==> src/rtl/prog_loader.sv <==
`default_nettype none
// +----------------------------------------------------------------------------+
// | prog_loader: streams a program into instruction memory, then releases the  |
// | core and hands it the memory address port.  Revision: 1.0                  |
// +----------------------------------------------------------------------------+
module prog_loader #(
  parameter int WORD = 32,
  parameter int ADDR = 8
) (
  input  logic            clk,
  input  logic            reset,
  input  logic            start_i,
  input  logic [WORD-1:0] data_i,
  input  logic            valid_i,
  input  logic            last_i,
  output logic            ready_o,
  input  logic [ADDR-1:0] core_addr_i,
  input  logic            hlt_i,
  output logic [ADDR-1:0] mem_addr_o,
  output logic            mem_write_o,
  output logic [WORD-1:0] mem_data_o,
  output logic            core_reset_o,
  output logic            busy_o,
  output logic            done_o,
  output logic            ovf_o,
  output logic [ADDR:0]   count_o
);

  typedef enum logic [2:0] {
    S_IDLE = 3'd0,
    S_LOAD = 3'd1,
    S_RUN  = 3'd2,
    S_HALT = 3'd3,
    S_ERR  = 3'd4
  } state_t;

  localparam logic [ADDR-1:0] PTR_ONE  = {{(ADDR-1){1'b0}}, 1'b1};
  localparam logic [ADDR-1:0] PTR_LAST = {ADDR{1'b1}};
  localparam logic [ADDR:0]   CNT_ONE  = {{ADDR{1'b0}}, 1'b1};

  state_t          state_q, state_d;
  logic [ADDR-1:0] wr_ptr_q, wr_ptr_d;
  logic [ADDR:0]   count_q, count_d;
  logic            hs;

  always_ff @(posedge clk) begin
    if (!reset) begin
      state_q  <= S_IDLE;
      wr_ptr_q <= '0;
      count_q  <= '0;
    end else begin
      state_q  <= state_d;
      wr_ptr_q <= wr_ptr_d;
      count_q  <= count_d;
    end
  end

  always_comb begin
    state_d      = state_q;
    wr_ptr_d     = wr_ptr_q;
    count_d      = count_q;
    ready_o      = 1'b0;
    mem_write_o  = 1'b0;
    mem_addr_o   = wr_ptr_q;
    mem_data_o   = data_i;
    core_reset_o = 1'b0;
    busy_o       = 1'b0;
    done_o       = 1'b0;
    ovf_o        = 1'b0;
    hs           = 1'b0;

    case (state_q)
      S_IDLE: begin
        if (start_i) begin
          wr_ptr_d = '0;
          count_d  = '0;
          state_d  = S_LOAD;
        end
      end

      S_LOAD: begin
        busy_o = 1'b1;
        // Reset wins over a handshake on the same edge, so the memory must not see a write.
        ready_o     = reset;
        hs          = valid_i & reset;
        mem_write_o = hs;
        if (hs) begin
          wr_ptr_d = wr_ptr_q + PTR_ONE;
          count_d  = count_q + CNT_ONE;
          if (last_i) begin
            state_d = S_RUN;
          end else if (wr_ptr_q == PTR_LAST) begin
            state_d = S_ERR;
          end
        end
      end

      S_RUN: begin
        core_reset_o = 1'b1;
        mem_addr_o   = core_addr_i;
        if (hlt_i) begin
          state_d = S_HALT;
        end
      end

      S_HALT: begin
        // Core stays alive on the address port so its state can be dumped.
        core_reset_o = 1'b1;
        mem_addr_o   = core_addr_i;
        done_o       = 1'b1;
        if (start_i) begin
          wr_ptr_d = '0;
          count_d  = '0;
          state_d  = S_LOAD;
        end
      end

      S_ERR: begin
        ovf_o = 1'b1;
        if (start_i) begin
          wr_ptr_d = '0;
          count_d  = '0;
          state_d  = S_LOAD;
        end
      end

      default: begin
        state_d = S_IDLE;
      end
    endcase
  end

  assign count_o = count_q;

endmodule
`default_nettype wire
==> config.mk <==
export PLATFORM = sky130hd
export DESIGN_NAME = prog_loader
export DESIGN_NICKNAME = d
export VERILOG_FILES = /design/src/rtl/prog_loader.sv
export SDC_FILE = /design/constraint.sdc
export NUM_CORES = 1
export LEC_CHECK = 0
export CAP_MARGIN = 25
export CORE_MARGIN = 8
export CORE_UTILIZATION = 32
export CTS_CLUSTER_SIZE = 14
export DETAILED_ROUTE_END_ITERATION = 8
export PLACE_DENSITY_LB_ADDON = 0.15
export SLEW_MARGIN = 20
export SYNTH_ARGS = -nofsm -noshare
export SYNTH_HDL_FRONTEND = slang
export SYNTH_SLANG_ARGS = --single-unit
==> constraint.sdc <==
create_clock -name clk -period 1.5 [get_ports clk]
set_input_delay 0.3 -clock clk [delete_from_list [all_inputs] [get_ports clk]]
set_output_delay 0.3 -clock clk [all_outputs]
set_load 0.1 [all_outputs]
==> metrics, run 1 <==
io pins 101; power density over the cells 669.7 nW/um^2; die height about 83 um; global-route wire length before repair 7548 um; Starting Density between 30% and 40%; number of synthesized flops with an enable pin 0; # H-tree levels 1; layout cell share with drive strength beyond 1 between 50% and 60%; Detailed Routing Iterations Pass 1 4; Worst EP required 1.20 ns; per-cell routed wire length ~18 um; most frequent CP cell clkinv_8; via count of the first global-routing pass around 1,500; Hold Fails Final Rpt 0; synthesized flop and latch total 20; Crit Path Max Fanout 6; internal power between 1000 and 1500 uW; Data arrival, critical path between 1 and 1.5 ns; cts hold-fix bufs 0; WP buf/inv 3; status finished with violations; Startpoint Class register; largest net degree at the start of global routing 14; CTS Buffer Depth 2; Combinational Power Share between 40% and 50%; Tmin final about 1.8 ns; Final setup viols 32; Leak slightly above 0.001 uW; CTS tree done; fmax between 0.5 and 0.6 GHz; slew of the pin with the lowest slew margin approximately 0.27 ns; DRT Wirelength around 5000 um; antenna fix cells 0; row cnt 24; routability cong. 0.8690; WS Path Type register to output pin; register area share after synthesis 27.56%; Core ar. 4354 sq um; Num CTS Buffers 3; most common cell after layout, fill and taps aside buf_4; Max Transition Viols Final 0; Primary FF master, synth dfxtp_1; Switch Pwr between 600 and 700 uW; Cells after DPL around 260; area grow syn2layout 80.19%; clk root buf clkbuf_8; element type at the critical path end output pin; IO Port Bufs 36; Remaining DRCs 0; peak supply drop between 300 and 400 uV; Final Cycle Share 117.9%; reg2reg start state_q[2]; failing checks setup timing; most frequent cells in the layout buf_4 (33), buf_12 (24), nand2_1 (17), clkdlybuf4s50_1 (12); Antenna Nets Post-Route 0; Reg clk slew, reported paths about 0.08 ns; Distinct cells, synth 40; sw frac a little under two fifths; Synth warnings 0; routed vias/inst between 5 and 6; Die X approximately 83 um; crit path from state_q[2]; average size of a mapped cell about 8 sq um; Async SR Flop Fraction 0%; nets@finish approximately 280; Seq pwr share 31.4%; Rel. slew slack 81.93%; hold path startpoint count_o[7]; CP top delay family simple AND/OR/NAND/NOR gates; full die area 6951 sq um; Max Cap Viol 0; crit-path max cell delay slightly below 0.5 ns; clock network fraction of design power a little over a fifth; initial DRC count between 80 and 90; remaining global-route overflow 0; Clock Latency Late Sink between 0.2 and 0.3 ns; Synth Net Count ~230; via count roughly 1,600; antenna violations before repair 0; worst min path class register to register; Synth Instances 180; Cell Area, Synth 1453 sq um; CP max stage cell or3b_4; crit-path cells or3b_4, clkinv_8, nand2_8, clkinv_8, buf_16; RSZ-0062 raised after global routing yes; non-filler instance count after layout 279; post-DP HPWL ~3500 um; worst hold slack 0.4977 ns; final worst slack -0.2681 ns; gr usage total roughly an eighth; CTS sink count 20; Clock Skew 0.002854 ns
[synthesized netlist by cell type (2+ instances only)]
cell type,n,area share [%]
a41oi_1,4,2.4
o21ai_0,12,4.1
a2111o_1,2,1.6
ha_1,2,1.7
dfxtp_1,20,28
nor2_1,6,1.6
mux2_2,8,6.2
clkbuf_1,3,0.78
a21oi_1,11,3.8
buf_6,3,2.3
a211oi_1,2,1.0
a311oi_1,4,2.4
nand3_1,12,4.1
o2111ai_1,3,1.8
nor3_1,3,1.0
buf_4,32,17
nor4_1,5,2.2
or3_1,3,1.3
a31oi_1,5,2.2
inv_1,3,0.78
nand2_1,18,4.7
[worst register-to-register path, delay by kind of cell (launching register included)]
kind	cells	cell delay, ns
flops	1	0.34
buf+inv	4	0.39
compound gates	2	0.37
simple gates	2	0.55
[power by group through the flow]
stage	combinational, uW	clock, uW	sequential [uW]
2_1_floorplan	798	0	574
3_3_place_gp	655	0	561
3_5_place_dp	663	0	562
4_1_cts	717	382	549
5_1_grt	859	400	553
6_report	826	376	551
[logic make-up after synthesis]
kind of cell | synth area share [%]
DFF | 27.56
AOI/OAI and AO/OA | 22.48
adders and majority gates | 1.722
and+or+nand+nor | 20.16
muxes | 6.202
buffers and inverters | 21.88
[sequential cells by signal (all words and copies together), names as in the netlist]
name	cells
state_q	3
count_o	9
wr_ptr_q	8
[routing by layer]
metal,track usage [%],vias up,wire length [um]
met2,21.57,60,2436
met3,2.441,30,355
li1,-,733,-
met1,13.97,738,2009
met4,8.946,0,184
met5,0,-,0
[area by class of cell]
class / count / area, sq um
multi-input cells: 115 / 1006
well taps: 52 / 65.06
repair buffers: 83 / 1031
flip-flops and latches: 20 / 426.7
clock buffers: 4 / 45.04
fillers: 351 / 1737
inverters: 5 / 43.79
[repair_timing]
item,4_1_cts,5_1_grt
pin swaps,12,19
cloned,0,1
buffers inserted,4,9
endpoints found under the setup margin,31,34
resized for setup,17,40
[through the flow]
stage	instance area, sq um	setup WS (ns)	utilization [%]	total power [uW]	TNS, ns
after CTS	2360	-0.2717	54.20	1648	-4.609
after global routing	2618	-0.2971	60.11	1812	-6.197
after floorplan	1608	-0.2333	-	1372	-3.785
after global placement	2202	-0.2447	50.57	1216	-4.082
final	2618	-0.2681	60.11	1753	-4.821
after detailed placement	2202	-0.3045	50.57	1224	-4.971
[final timing paths]
path | to | slack (ns) | cells after the start
max | mem_write_o | -0.27 | 5
min | count_o[7] | 0.50 | 1
min reg2reg | count_o[7] | 0.50 | 1
max reg2reg | wr_ptr_q[4] | -0.22 | 8
Note: power is estimated with default switching activity, not from simulation.
==> run 2: changes to the inputs <==
--- a/config.mk
+++ b/config.mk
@@ -8,6 +8,7 @@
 export CAP_MARGIN = 25
 export CORE_MARGIN = 8
 export CORE_UTILIZATION = 32
+export CTS_CLUSTER_DIAMETER = 30
 export CTS_CLUSTER_SIZE = 14
 export DETAILED_ROUTE_END_ITERATION = 8
 export PLACE_DENSITY_LB_ADDON = 0.15
==> results of run 2 <==
No change in the layout: final DEF, timing and power equal those of run 1.
==> patch 1 (flow settings as in run 2) <==
Set the parameter `ADDR` to 16 (it was 8).
--- a/src/rtl/prog_loader.sv
+++ b/src/rtl/prog_loader.sv
@@ -5,7 +5,7 @@
 // +----------------------------------------------------------------------------+
 module prog_loader #(
   parameter int WORD = 32,
-  parameter int ADDR = 8
+  parameter int ADDR = 16
 ) (
   input  logic            clk,
   input  logic            reset,
Ports: changed (resized core_addr_i, count_o and mem_addr_o); port bits go from 101 to 125. No check against the original RTL was run, so the function may have changed too.
==> patch 1 against run 2 <==
- area after synthesis increased by 56%
- sequential cell count increased by 16
- highest routed layer unchanged
- setup slack worse by 0.088 ns
- critical path type unchanged
- total power increased by 31%
- count of clock-buffer cells in the layout up 3
- wire length rose by 49%
- via count is 43% higher
- cell area rose by 69%
- critical endpoint unchanged
- the flow still finishes with violations (negative setup slack)
- maximum frequency decreased by 4.7%
==> patch 1: results (changes against run 2) <==
Fillers = 534 (+52%)
Setup violators final = 55 (+72%)
Clock-cell share = 2.12% (+0.40 points)
Synth top cells by count = dfxtp_1 (36), nor2_1 (36), buf_4 (33), xnor2_1 (26), nand3_1 (16)
Hold Crit Depth = 2 (+1)
Buffering overhead = 40.4% (+1.0 points)
Initial Util = 33.1% (-0.29 points)
Worst Clk Skew = 0.00911 ns (+0.00626 ns)
Slew margin rel. = 76.2% (-5.8 points)
Sequential share of cell area = 16.5% (+0.19 points)
Placed instance count = 438 (+67%)
Cell area after placement = 3590 sq um (+63%)
Global Route met2 Usage = 24.9% (+3.3 points)
Reg-to-reg slack, setup = -0.33 ns (-0.11 ns)
#MultiIn Comb = 174 (+51%)
Met3 usage = 3.18% (+0.74 points)
H-tree levels = 2 (+1)
Met2 WL = 3700 microns (+52%)
Synthesized instance count = 263 (+46%)
M1 WL = 3300 microns (+64%)
Status = finished, violations left
CLK BUF = 7 (+3)
Int Pwr = 1.61 mW (+48%)
Clock latency on the worst-skew pair = 0.29 ns (+0.03 ns)
Post-synthesis cell type count = 35 (-13%)
Reg area = 728 sq um (+71%)
Critical path launch point = state_q[1]$_SDFFE_PN0P_
Failing checks = negative setup slack
Hold EP = wr_ptr_q[15]$_SDFFE_PN0P_
Number of flip-flops in the largest register = 17 (+8)
Hold Path Origin = wr_ptr_q[15]$_SDFFE_PN0P_
CP Max Fanout = 3 (-3)
Leak pwr = 1.60 nW (+59%)
Count of cells resized by post-cts repair = 82 (+65)
Vias = 2236 (+43%)
Fin worst setup slack = -0.356 ns (-0.0878 ns)
Number of non-clock buffers = 144 (+73%)
==> patch 1: logic make-up (layout without fill, tap and decap cells) <==
kind of cell             Yosys count  after routing  share of synthesized area [%]
adder cells (fa/ha/maj)            2              2                           1.11
multiplexers                      15             15                           7.47
AO/OA/AOI/OAI                     45             45                           15.5
buffers and inverters             53            160                           15.0
XOR/XNOR                          26             26                           10.1
flip-flops                        36             36                           31.9
AND/OR/NAND/NOR                   86             86                           19.0
==> patch 1: critical path, cell delays in order, from the launching register on <==
cell and delay, ns:
dfxtp_4 0.36, buf_6 0.12, nor3b_4 0.23, nand3_2 0.14, buf_12 0.16, clkinvlp_4 0.08
buf_12 0.17
==> patch 1: per-stage QoR <==
step / hold slack (ns) / utilization (%)
5_1_grt: 0.572 / 64.7
3_5_place_dp: 0.523 / 52.5
6_report: 0.528 / 64.7
3_3_place_gp: 0.501 / 52.5
2_1_floorplan: 0.484 / -
4_1_cts: 0.535 / 61.7
==> patch 2 (settings of run 2) <==
Without the edit above. Reset style: asynchronous (`reset`), changed in one clocked block.
--- a/src/rtl/prog_loader.sv
+++ b/src/rtl/prog_loader.sv
@@ -43,7 +43,7 @@
   logic [ADDR:0]   count_q, count_d;
   logic            hs;
 
-  always_ff @(posedge clk) begin
+  always_ff @(posedge clk or negedge reset) begin
     if (!reset) begin
       state_q  <= S_IDLE;
       wr_ptr_q <= '0;
Check against the original RTL: differs if reset is asserted again (counterexample within 4 cycles, from zero or initial values and one cycle with reset low); with reset held inactive, the same outputs for 10 cycles.
==> patch 2 against run 2 <==
- the run still ends with negative setup slack left
- register-to-register slack worse by 0.08 ns
- wire length down 8.0%
- sequential cell count unchanged
- via count decreased by 11%
- critical path depth unchanged
- non-clock buffer count decreased by 2
- area after synthesis rose by 2.4%
- critical path type unchanged
- setup slack got worse by 0.047 ns
- global-route usage shrank 0.63 points
- cell area shrank 4.4%
Power is left out: it rests on default switching activity, and per cell area and clock period it moved more than threefold.
==> patch 2: results (changes against run 2) <==
Area share of the largest cell type after synthesis = 33.6% (+6.1 points)
Fraction of registers with async set/reset = 100% (+100 points)
Main synth FF type = dfrtp_1
Slew margin rel. = 80.4% (-1.5 points)
Post-synthesis cell type count = 46 (+15%)
Synth top cells by count = buf_4 (34), dfrtp_1 (20), mux2_2 (8), a31oi_1 (7), nand2_1 (7)
Final RePlAce weighted congestion = 0.836 (-3.8%)
Max Root-Sink Buffers = 2 (unchanged)
Status = finished, violations left
Fraction of layout cells with a size suffix above 1 = 55.6% (-1.7 points)
Reg2Reg Depth = 8 (unchanged)
CP Max Fanout = 3 (-3)
Antenna violations before repair = 0 (unchanged)
CTS root buffer = clkbuf_8
Drt wl/cell = 17.7 microns (-0.94%)
Crit-path max cell delay = 0.44 ns (-0.05 ns)
R2R Path Start = state_q[2]$_DFFE_PN0P_
Detailed-route vias per instance = 5.37 (-4.1%)
Reg-to-reg slack, setup = -0.30 ns (-0.08 ns)
Critical Path Slowest Stage Cell = dfrtp_2
Total GRT Usage = 12.1% (-0.63 points)
First-pass GRT wire length = 7210 microns (-4.5%)
Syn_nets = 206 (-9.6%)
Failing checks = negative setup slack
Pin count of the biggest net entering global routing = 13 (-1)
Top delay family on crit path = simple AND/OR/NAND/NOR gates
Worst reg2reg endpoint = wr_ptr_q[3]$_DFFE_PN0P_
Fillers = 388 (+11%)
Vias in the first global route = 1401 (-9.3%)
Worst min-delay path category = in2async
Nets = 254 (-8.0%)
Clock transition at path regs = 0.09 ns
Worst Clk Skew = 0.00920 ns (+0.00635 ns)
Setup violators final = 34 (+6.3%)
DR iter-0 viols = 87 (-1.1%)
Register area share after synthesis = 33.6% (+6.1 points)
Detailed Place HPWL = 3330 microns (-5.8%)
Number of flip-flops in the largest register = 9 (unchanged)
Fin worst setup slack = -0.315 ns (-0.0470 ns)
Fin Setup TNS = -8.09 ns (-3.27 ns)
Synth top area cells = dfrtp_1 (34%), buf_4 (17%), mux2_2 (6.1%)
Port Buffer Count = 36 (unchanged)
Yosys warns = 0 (unchanged)
[patch 2: changes by cell type after synthesis, moves of 4 or more]
cell	change
o21ai_0	-9
a21oi_1	-5
dfxtp_1	-20
dfrtp_1	+20
nand3_1	-7
and3_1	+5
nor4_1	-4
nand2_1	-11
[patch 2: worst max-delay path by stage]
stage,from,endpoint,slack [ns]
6_report,state_q[2]$_DFFE_PN0P_,mem_write_o,-0.32
5_1_grt,state_q[2]$_DFFE_PN0P_,mem_write_o,-0.37
4_1_cts,state_q[2]$_DFFE_PN0P_,mem_write_o,-0.33
3_5_place_dp,reset,state_q[1]$_DFFE_PN0P_,-0.26
3_3_place_gp,reset,state_q[1]$_DFFE_PN0P_,-0.26
2_1_floorplan,state_q[1]$_DFFE_PN0P_,mem_write_o,-0.25
[patch 2: timing repair]
action,in CTS,in global routing
buffers inserted,7,6
endpoints found under the setup margin,30,34
pin swaps,9,8
resized for setup,16,16
[patch 2: layer usage]
layer | GRT usage, % | wire [microns] | vias up
met5 | 0 | 0 | -
met4 | 4.24 | 63 | 0
met3 | 5.42 | 402 | 12
met2 | 19.4 | 2220 | 60
met1 | 13.9 | 1900 | 676
li1 | - | - | 642
[patch 2: worst register-to-register path: stages, from the launching register on]
cell,delay [ns]
dfrtp_2,0.44
or3b_4,0.43
clkinv_8,0.07
nand3_4,0.09
buf_4,0.15
buf_6,0.11
buf_6,0.14
o21a_1,0.20
a21oi_2,0.12
[patch 2: cell families after synthesis]
| logic type | synth area share (%) |
|---|---|
| adders and majority gates | 1.68 |
| buffers and inverters | 20.4 |
| DFF | 33.6 |
| and+or+nand+nor | 19.2 |
| muxes | 7.40 |
| AOI/OAI and AO/OA | 17.7 |
[patch 2: layout make-up]
class | count | area share (%)
multi-input combinational | 96 | 33.2
inverter | 4 | 1.60
timing repair buffer | 81 | 39.9
clock buffer | 4 | 2.20
tap | 54 | 2.70
sequential | 20 | 20.4
[patch 2: through the flow]
stage               hold slack, ns  instance area [sq um]  worst slack [ns]  instances
floorplan                  0.00441                   1610            -0.252        158
global placement             0.521                   2210            -0.260        243
detailed placement           0.529                   2210            -0.264        243
CTS                          0.434                   2400            -0.327        254
global route                 0.442                   2500            -0.374        259
finish                       0.430                   2500            -0.315        259
